<file path="src/rtl/respawn_ctrl.sv">
// respawn_ctrl: round/respawn controller tracking right-of-way, respawn positions,
// goals and the match winner downstream of the per-player death timers.
module respawn_ctrl #(
    parameter int X_W        = 11,
    parameter int SCREEN_W   = 1024,
    parameter int OFFSET     = 300,
    parameter int P1_START   = 300,
    parameter int P2_START   = 724,
    parameter int ROUND_HOLD = 1000,
    parameter int WIN_SCORE  = 3
) (
    input  logic           clk,
    input  logic           rst_n,
    input  logic           death_p1_i,
    input  logic           death_p2_i,
    input  logic [X_W-1:0] p1_x_i,
    input  logic [X_W-1:0] p2_x_i,
    input  logic           p1_at_goal_i,
    input  logic           p2_at_goal_i,
    input  logic           new_game_i,
    output logic           respawn_p1_o,
    output logic           respawn_p2_o,
    output logic [X_W-1:0] spawn_x_p1_o,
    output logic [X_W-1:0] spawn_x_p2_o,
    output logic [1:0]     row_o,
    output logic           timer_abort_o,
    output logic [3:0]     score_p1_o,
    output logic [3:0]     score_p2_o,
    output logic           game_over_o,
    output logic           winner_o
);
    localparam int CW = $clog2(ROUND_HOLD + 1);

    typedef enum logic [2:0] {FIGHT, P1_DEAD, P2_DEAD, BOTH_DEAD, ROUND_END, GAME_OVER} state_t;

    state_t         state_q, state_d;
    logic           d1_q, d2_q, seen1_q, seen1_d, seen2_q, seen2_d;
    logic           r1_q, r1_d, r2_q, r2_d, restart;
    logic [X_W-1:0] kx_q, kx_d, x1_q, x1_d, x2_q, x2_d;
    logic [1:0]     row_q, row_d;
    logic [3:0]     s1_q, s1_d, s2_q, s2_d;
    logic [CW-1:0]  cnt_q, cnt_d;
    logic           rise1, rise2, fall1, fall2, won;
    logic [X_W:0]   fwd;
    logic [X_W-1:0] bwd;

    assign rise1 = death_p1_i & ~d1_q;
    assign rise2 = death_p2_i & ~d2_q;
    assign fall1 = ~death_p1_i & d1_q;
    assign fall2 = ~death_p2_i & d2_q;
    // one extra bit so kx+OFFSET cannot wrap before the clamp
    assign fwd   = {1'b0, kx_q} + (X_W+1)'(OFFSET);
    assign bwd   = (kx_q < X_W'(OFFSET)) ? '0 : kx_q - X_W'(OFFSET);
    assign won   = (s1_q == 4'(WIN_SCORE)) || (s2_q == 4'(WIN_SCORE));

    always_comb begin
        state_d = state_q;
        row_d   = row_q;
        kx_d    = kx_q;
        s1_d    = s1_q;
        s2_d    = s2_q;
        cnt_d   = cnt_q;
        seen1_d = seen1_q;
        seen2_d = seen2_q;
        r1_d    = 1'b0;
        r2_d    = 1'b0;
        x1_d    = x1_q;
        x2_d    = x2_q;
        restart = 1'b0;
        case (state_q)
            FIGHT: begin
                if (rise1 && rise2) begin
                    row_d   = 2'b00;
                    seen1_d = 1'b0;
                    seen2_d = 1'b0;
                    state_d = BOTH_DEAD;
                end else if (rise1) begin
                    row_d   = 2'b10;
                    kx_d    = p2_x_i;
                    state_d = P1_DEAD;
                end else if (rise2) begin
                    row_d   = 2'b01;
                    kx_d    = p1_x_i;
                    state_d = P2_DEAD;
                end else if (p1_at_goal_i && row_q == 2'b01) begin
                    s1_d    = (s1_q < 4'(WIN_SCORE)) ? s1_q + 4'd1 : s1_q;
                    cnt_d   = '0;
                    state_d = ROUND_END;
                end else if (p2_at_goal_i && row_q == 2'b10) begin
                    s2_d    = (s2_q < 4'(WIN_SCORE)) ? s2_q + 4'd1 : s2_q;
                    cnt_d   = '0;
                    state_d = ROUND_END;
                end
            end
            P1_DEAD: begin
                if (fall1) begin
                    r1_d    = 1'b1;
                    x1_d    = bwd;
                    state_d = FIGHT;
                end
            end
            P2_DEAD: begin
                if (fall2) begin
                    r2_d    = 1'b1;
                    x2_d    = (fwd > (X_W+1)'(SCREEN_W-1)) ? X_W'(SCREEN_W-1) : fwd[X_W-1:0];
                    state_d = FIGHT;
                end
            end
            BOTH_DEAD: begin
                seen1_d = seen1_q | fall1;
                seen2_d = seen2_q | fall2;
                restart = seen1_d & seen2_d;
            end
            ROUND_END: begin
                if (cnt_q == CW'(ROUND_HOLD-1)) begin
                    state_d = won ? GAME_OVER : state_q;
                    restart = ~won;
                end else begin
                    cnt_d = cnt_q + CW'(1);
                end
            end
            GAME_OVER: begin
                if (new_game_i) begin
                    s1_d    = '0;
                    s2_d    = '0;
                    restart = 1'b1;
                end
            end
            default: state_d = FIGHT;
        endcase
        if (restart) begin
            r1_d    = 1'b1;
            r2_d    = 1'b1;
            x1_d    = X_W'(P1_START);
            x2_d    = X_W'(P2_START);
            row_d   = 2'b00;
            state_d = FIGHT;
        end
    end

    always_ff @(posedge clk or negedge rst_n) begin
        if (!rst_n) begin
            state_q <= FIGHT;
            d1_q    <= 1'b0;
            d2_q    <= 1'b0;
            seen1_q <= 1'b0;
            seen2_q <= 1'b0;
            r1_q    <= 1'b0;
            r2_q    <= 1'b0;
            kx_q    <= '0;
            x1_q    <= '0;
            x2_q    <= '0;
            row_q   <= 2'b00;
            s1_q    <= '0;
            s2_q    <= '0;
            cnt_q   <= '0;
        end else begin
            state_q <= state_d;
            d1_q    <= death_p1_i;
            d2_q    <= death_p2_i;
            seen1_q <= seen1_d;
            seen2_q <= seen2_d;
            r1_q    <= r1_d;
            r2_q    <= r2_d;
            kx_q    <= kx_d;
            x1_q    <= x1_d;
            x2_q    <= x2_d;
            row_q   <= row_d;
            s1_q    <= s1_d;
            s2_q    <= s2_d;
            cnt_q   <= cnt_d;
        end
    end

    assign respawn_p1_o  = r1_q;
    assign respawn_p2_o  = r2_q;
    assign spawn_x_p1_o  = x1_q;
    assign spawn_x_p2_o  = x2_q;
    assign row_o         = row_q;
    assign score_p1_o    = s1_q;
    assign score_p2_o    = s2_q;
    assign timer_abort_o = (state_q == ROUND_END) || (state_q == GAME_OVER);
    assign game_over_o   = state_q == GAME_OVER;
    assign winner_o      = s2_q == 4'(WIN_SCORE);
endmodule
</file>
<file path="config.mk">
export PLATFORM = sky130hd
export DESIGN_NAME = respawn_ctrl
export DESIGN_NICKNAME = d
export VERILOG_FILES = /design/src/rtl/respawn_ctrl.sv
export SDC_FILE = /design/constraint.sdc
export NUM_CORES = 1
export LEC_CHECK = 0
export ABC_AREA = 1
export CAP_MARGIN = 20
export CORE_ASPECT_RATIO = 1.25
export CORE_UTILIZATION = 53
export DETAILED_ROUTE_END_ITERATION = 12
export PLACE_DENSITY = 0.91
export SLEW_MARGIN = 25
export SYNTH_ARGS = -nofsm -noshare
export SYNTH_HDL_FRONTEND = slang
export SYNTH_SLANG_ARGS = --single-unit
export TNS_END_PERCENT = 10
</file>
<file path="constraint.sdc">
create_clock -name clk -period 2.4 [get_ports clk]
set_input_delay 0.48 -clock clk [delete_from_list [all_inputs] [get_ports clk]]
set_output_delay 0.48 -clock clk [all_outputs]
set_load 0.02 [all_outputs]
</file>
==> flow_summary.json, run 1 <==
{
  "path_clk_slew_ns": 0.07,
  "power.leakage_nw": 2.120,
  "area_delta_synth_final_pct": 27.51,
  "wirelength_mm": 8.580,
  "cts_root_buffer": "clkbuf_8",
  "cp.required_ns": 1.92,
  "hp-class": "input pin to async pin",
  "ctsHoldBuffers": 0,
  "setup_tns_ns": 0,
  "port_buffers": 65,
  "clockBufferDepth": 2,
  "setup_viol": 0,
  "yosys.cell_count.top_type": "nand2_1",
  "max_freq_mhz": 451.7,
  "fin_nets": 564,
  "routabilityCongestion": 0.9204,
  "vias": 3215,
  "finalCoreUtilization": 0.7150,
  "clock_latency_ns": 0.34,
  "crit_slowest_cell": "clkdlybuf4s50_1",
  "crit_arrival_ns": 1.73,
  "p_int_w": 0.003016,
  "cts_tree": "yes",
  "switching_share": 0.4529,
  "drc_errors": 0,
  "grt_antenna_before_repair": 0,
  "synthTopCellsByCount": "nand2_1, dfrtp_1, nor2_1, inv_1, nand3_1",
  "yosysTopAreaCell": "dfrtp_1",
  "finalHoldViolCount": 0,
  "outcome": "finished, final reports clean",
  "drive_above_1_share": 0.1372,
  "clock_power_share": 0.172,
  "grt-ovfl-total": 0,
  "async_reset_ff_frac": 1.000,
  "path_max_fanout": 4,
  "grt_pass1_wl_mm": 14.85,
  "synth_ff_type": "dfrtp_1",
  "firstDrtPassIters": 4,
  "drt_iter0_markers": 176,
  "ys_ff_latch": 62,
  "p_seq_frac": 0.322,
  "p_sw_w": 0.002497,
  "track_usage": 0.2818,
  "die_area_um2": 7026,
  "antenna_cells": 0,
  "wire_per_inst_um": 13.91,
  "grt_pass1_vias": 3355,
  "die_h_um": 93.47,
  "grt_start_max_net_pins": 34,
  "cp_cell_sequence": "inv_1 > nand2_1 > nor2_2 > clkdlybuf4s50_1",
  "ioPinCount": 66,
  "cts-htree-levels": 3,
  "cap_violations": 0,
  "synth_cell_type_count": 31,
  "dp_hpwl_mm": 6.607,
  "placementRows": 32,
  "die_x_um": 75.17,
  "synthTopCellsByArea": "dfrtp_1, nand2_1, nor2_1, inv_1, nand3_1",
  "relSlewSlack": 0.7190,
  "yosys_warnings": 0,
  "min_period_ns": 2.214,
  "fp.coreArea_um2": 6326,
  "vias_per_cell": 5.211,
  "cp-end-kind": "output pin",
  "cts_sinks": 62,
  "critPathBufInv": 2,
  "synth_edf_count": 0,
  "synthCells": 450,
  "ant_nets": 0,
  "syn_nets": 487,
  "tightest_slew_ns": 0.4215,
  "clock-skew-final_ns": 0.009205,
  "netlist_area_um2": 3547,
  "start_util": 0.5607,
  "synth.top_cell.area_share": 0.4374,
  "rsz0062_at_grt": "false",
  "start_kind": "register",
  "synth.avg_cell_area_um2": 7.883,
  "ys_seq_area_frac": 0.4374,
  "period_share": 0.9225,
  "numCtsBuffers": 9,
  "critical_path_class": "register to output pin",
  "max-vdd-ir-drop_v": 0.0007030,
  "power_density_nw_per_um2": 1219,
  "crit_family": "buffers and inverters",
  "critPathMaxStageDelay_ns": 0.64,
  "pwr-share-comb": 0.506,
  "maxSlewViolCount": 0
}
## sequential cells by signal (all words and copies together) (netlist names)
register      cells
d2_q              1
cnt_q            10
d1_q              1
score_p1_o        4
spawn_x_p1_o     11
respawn_p1_o      1
seen1_q           1
seen2_q           1
spawn_x_p2_o     11
respawn_p2_o      1
row_o             2
kx_q             11
score_p2_o        4
state_q           3
## what timing repair did
item	4_1_cts	5_1_grt
buffers inserted	0	0
setup endpoints to repair	1	0
gates resized for setup	1	0
## kinds of logic after synthesis
group | count (synthesis) | share of synthesized area
and+or+nand+nor | 237 | 0.3242
AOI/OAI and AO/OA | 66 | 0.1048
buffers and inverters | 63 | 0.07090
DFF | 62 | 0.4374
xor gates and xnor gates | 14 | 0.03457
adders and majority gates | 8 | 0.02822
## routing by layer
metal,vias to the layer above,wire length [um],GRT usage
met1,1514,3259,0.2997
met5,-,0,0
met3,29,267,0.05711
li1,1589,-,-
met2,83,4745,0.5158
met4,0,308,0.1343
## stage by stage
| step | worst slack (ns) | area [um2] | total power (W) | hold slack, ns | std cells |
|---|---|---|---|---|---|
| floorplan | 0.4727 | 3547 | 0.003591 | 0.1844 | 450 |
| global placement | 0.2804 | 4323 | 0.004460 | 0.4590 | 601 |
| detailed placement | 0.2179 | 4323 | 0.004563 | 0.4604 | 601 |
| CTS | 0.1653 | 4523 | 0.005521 | 0.1679 | 617 |
| global route | 0.04972 | 4523 | 0.005928 | 0.1894 | 617 |
| finish | 0.1860 | 4523 | 0.005512 | 0.1623 | 617 |
## area by class of cell
class | instances | area (um2)
clock buffers | 13 | 158.9
inverters | 56 | 215.2
flip-flops and latches | 62 | 1551
repair buffers | 73 | 704.4
well taps | 85 | 106.4
fillers | 516 | 1803
multi-input cells | 325 | 1744
clock inverters | 3 | 42.54
## worst paths after layout
kind                            slack, ns  cells past startpoint                to            start
worst min register to register       0.48                      2   spawn_x_p2_o[3]  spawn_x_p2_o[3]
min in group clk                     0.48                      2   spawn_x_p2_o[3]  spawn_x_p2_o[3]
worst max-delay path                 0.19                      4       game_over_o       state_q[1]
max in group asynchronous            1.92                      2  spawn_x_p2_o[10]            rst_n
worst max register to register       0.64                     10   spawn_x_p2_o[2]          kx_q[2]
worst min-delay path                 0.16                      2     score_p1_o[0]            rst_n
## power groups by stage
| stage | combinational [W] | sequential (W) | clock [W] |
|---|---|---|---|
| floorplan | 0.00172 | 0.00187 | 0 |
| global placement | 0.00270 | 0.00176 | 0 |
| detailed placement | 0.00279 | 0.00177 | 0 |
| CTS | 0.00280 | 0.00176 | 0.000958 |
| global route | 0.00311 | 0.00181 | 0.00100 |
| finish | 0.00279 | 0.00177 | 0.000947 |
## layout by cell type, fill, tap and decap left out, types with 4 or more instances in the layout
cell and instances:
nand2_1 119, or2_2 12, o21ai_0 24, o211ai_1 14, ha_1 8, nand3_1 30, clkdlybuf4s50_1 63, xor2_1 12
buf_4 8, clkbuf_8 11, nor3_1 4, nor2_1 46, dfrtp_1 62, o21ai_1 12, inv_1 43, nor2_4 7
inv_2 11, a21oi_1 13, nand2_4 4
Note: power is estimated with default switching activity, not from simulation.
==> inputs of run 2 (changes only) <==
--- a/config.mk
+++ b/config.mk
@@ -8,9 +8,9 @@
 export ABC_AREA = 1
 export CAP_MARGIN = 20
 export CORE_ASPECT_RATIO = 1.25
-export CORE_UTILIZATION = 53
+export CORE_UTILIZATION = 40
 export DETAILED_ROUTE_END_ITERATION = 12
-export PLACE_DENSITY = 0.91
+export PLACE_DENSITY = 0.74
 export SLEW_MARGIN = 25
 export SYNTH_ARGS = -nofsm -noshare
 export SYNTH_HDL_FRONTEND = slang
==> run 2 against run 1 <==
Against the previous run: non-clock buffer count fell by 3; wire length up 0.45%; combinational power about the same; total power is 3.1% lower; worst hold slack worse by 0.053 ns; register-to-register slack got worse by 0.03 ns; global-route usage shrank 7.4 points; highest routed layer unchanged.
==> flow_summary.json, run 2 (same netlist as run 1, synthesis figures left out) <==
{
  "clock_power_share": 0.156,
  "cp-end-kind": "output pin",
  "drt_iter0_markers": 119,
  "critPathCapture": "game_over_o",
  "hp-class": "input pin to async pin",
  "drc_errors": 0,
  "finalHoldViolCount": 0,
  "outcome": "finished, final reports clean",
  "track_usage": 0.2080,
  "dpl.cell_count": 633,
  "power.leakage_nw": 2.098,
  "min_period_ns": 2.254,
  "antenna_cells": 0,
  "reg2reg_depth": 10,
  "rrSetupSlack_ns": 0.61,
  "port_buffers": 65,
  "switching_share": 0.4582,
  "routabilityCongestion": 0.9302,
  "power_density_nw_per_um2": 1181,
  "area_delta_synth_final_pct": 27.51,
  "die_x_um": 86.23,
  "maxSlewViolCount": 0,
  "cap_violations": 0,
  "max_freq_mhz": 443.6,
  "grt_pass1_wl_mm": 14.68,
  "dp_hpwl_mm": 6.687,
  "fin_cells": 648,
  "p_int_w": 0.002894,
  "firstDrtPassIters": 4,
  "ant_nets": 0,
  "timing.rr.start": "kx_q[2]",
  "cts_tree": "yes",
  "clock-skew-final_ns": 0.009484,
  "ioPinCount": 66,
  "setup_viol": 0,
  "grt_start_max_net_pins": 43,
  "ctsHoldBuffers": 0,
  "rsz0062_at_grt": "false",
  "hold_slack_ns": 0.1094,
  "wirelength_mm": 8.619,
  "pwr-share-comb": 0.516,
  "p_sw_w": 0.002448,
  "max-vdd-ir-drop_v": 0.0004483,
  "setup_tns_ns": 0,
  "die_area_um2": 9251,
  "clockBufferDepth": 2,
  "r2r-end": "spawn_x_p2_o[7]",
  "fp.coreArea_um2": 8653,
  "cts-htree-levels": 3,
  "path_max_fanout": 4,
  "wire_per_inst_um": 13.30,
  "post_cts_buffers": 0,
  "critical_path_class": "register to output pin",
  "start_kind": "register",
  "grt-ovfl-total": 0,
  "clock_latency_ns": 0.34,
  "vias": 3175,
  "grt_antenna_before_repair": 0,
  "layout_setup_ws_ns": 0.1460,
  "pre_cts_slack_ns": 0.1745,
  "drive_above_1_share": 0.1288,
  "fin_nets": 561,
  "cts_root_buffer": "clkbuf_8",
  "relSlewSlack": 0.6401,
  "period_share": 0.9392,
  "vias_per_cell": 4.900,
  "placementRows": 38,
  "crit_path_start": "state_q[1]",
  "cp.required_ns": 1.92,
  "tightest_slew_ns": 0.5399,
  "p_seq_frac": 0.328,
  "path_clk_slew_ns": 0.07,
  "die_h_um": 107.3,
  "layout_commonest_cell": "nand2_1",
  "start_util": 0.4099,
  "grt_pass1_vias": 3238,
  "numCtsBuffers": 9,
  "cts_sinks": 62,
  "crit_arrival_ns": 1.77,
  "layout_common_cells": "nand2_1, clkdlybuf4s50_1, dfrtp_1, nor2_1, inv_1"
}
-- run 2: stage by stage --
stage	area [um2]	util	total power [W]
floorplan	3547	-	0.003591
global placement	4357	0.5035	0.004472
detailed placement	4357	0.5035	0.004549
CTS	4523	0.5227	0.005383
global route	4523	0.5227	0.005796
finish	4523	0.5227	0.005342
-- run 2: critical path: stages (launching register included) --
cell	delay, ns
dfrtp_1	0.42
inv_1	0.06
nand2_1	0.07
nor2_2	0.22
clkdlybuf4s50_1	0.65
-- run 2: worst min-delay path by stage --
| stage | start | to | slack [ns] | cells past startpoint |
|---|---|---|---|---|
| 3_3_place_gp | spawn_x_p2_o[5] | spawn_x_p2_o[5] | 0.47 | 2 |
| 4_1_cts | rst_n | cnt_q[6] | 0.11 | 1 |
| 2_1_floorplan | rst_n | cnt_q[0] | 0.18 | 0 |
| 5_1_grt | rst_n | cnt_q[6] | 0.13 | 1 |
| 3_5_place_dp | spawn_x_p2_o[5] | spawn_x_p2_o[5] | 0.46 | 2 |
| 6_report | rst_n | cnt_q[6] | 0.11 | 1 |
-- run 2: cell type report --
cell class / instances / area (um2)
clock buffers: 14 / 162.7
clock inverters: 1 / 5.005
fillers: 844 / 4130
inverters: 56 / 215.2
multi-input cells: 325 / 1744
flip-flops and latches: 62 / 1551
well taps: 120 / 150.1
repair buffers: 70 / 694.4
-- run 2: routing by layer --
metal  global-route usage  wire length, um  part of all wire
met2               0.3804             4580              0.53
met3              0.04525              298             0.035
met5                    0                0                 0
met1               0.2297             3503              0.41
met4              0.08690              237             0.027
-- run 2: timing repair --
action,CTS,global route
resized for setup,1,0
endpoints found under the setup margin,1,0
hold endpoints to repair,0,0
-- run 2: power groups by stage --
stage / clock network, W / registers, W / logic (W)
after floorplan: 0 / 0.00187 / 0.00172
after global placement: 0 / 0.00176 / 0.00271
after detailed placement: 0 / 0.00177 / 0.00278
after CTS: 0.000851 / 0.00175 / 0.00278
after global routing: 0.000910 / 0.00181 / 0.00308
final: 0.000832 / 0.00175 / 0.00276
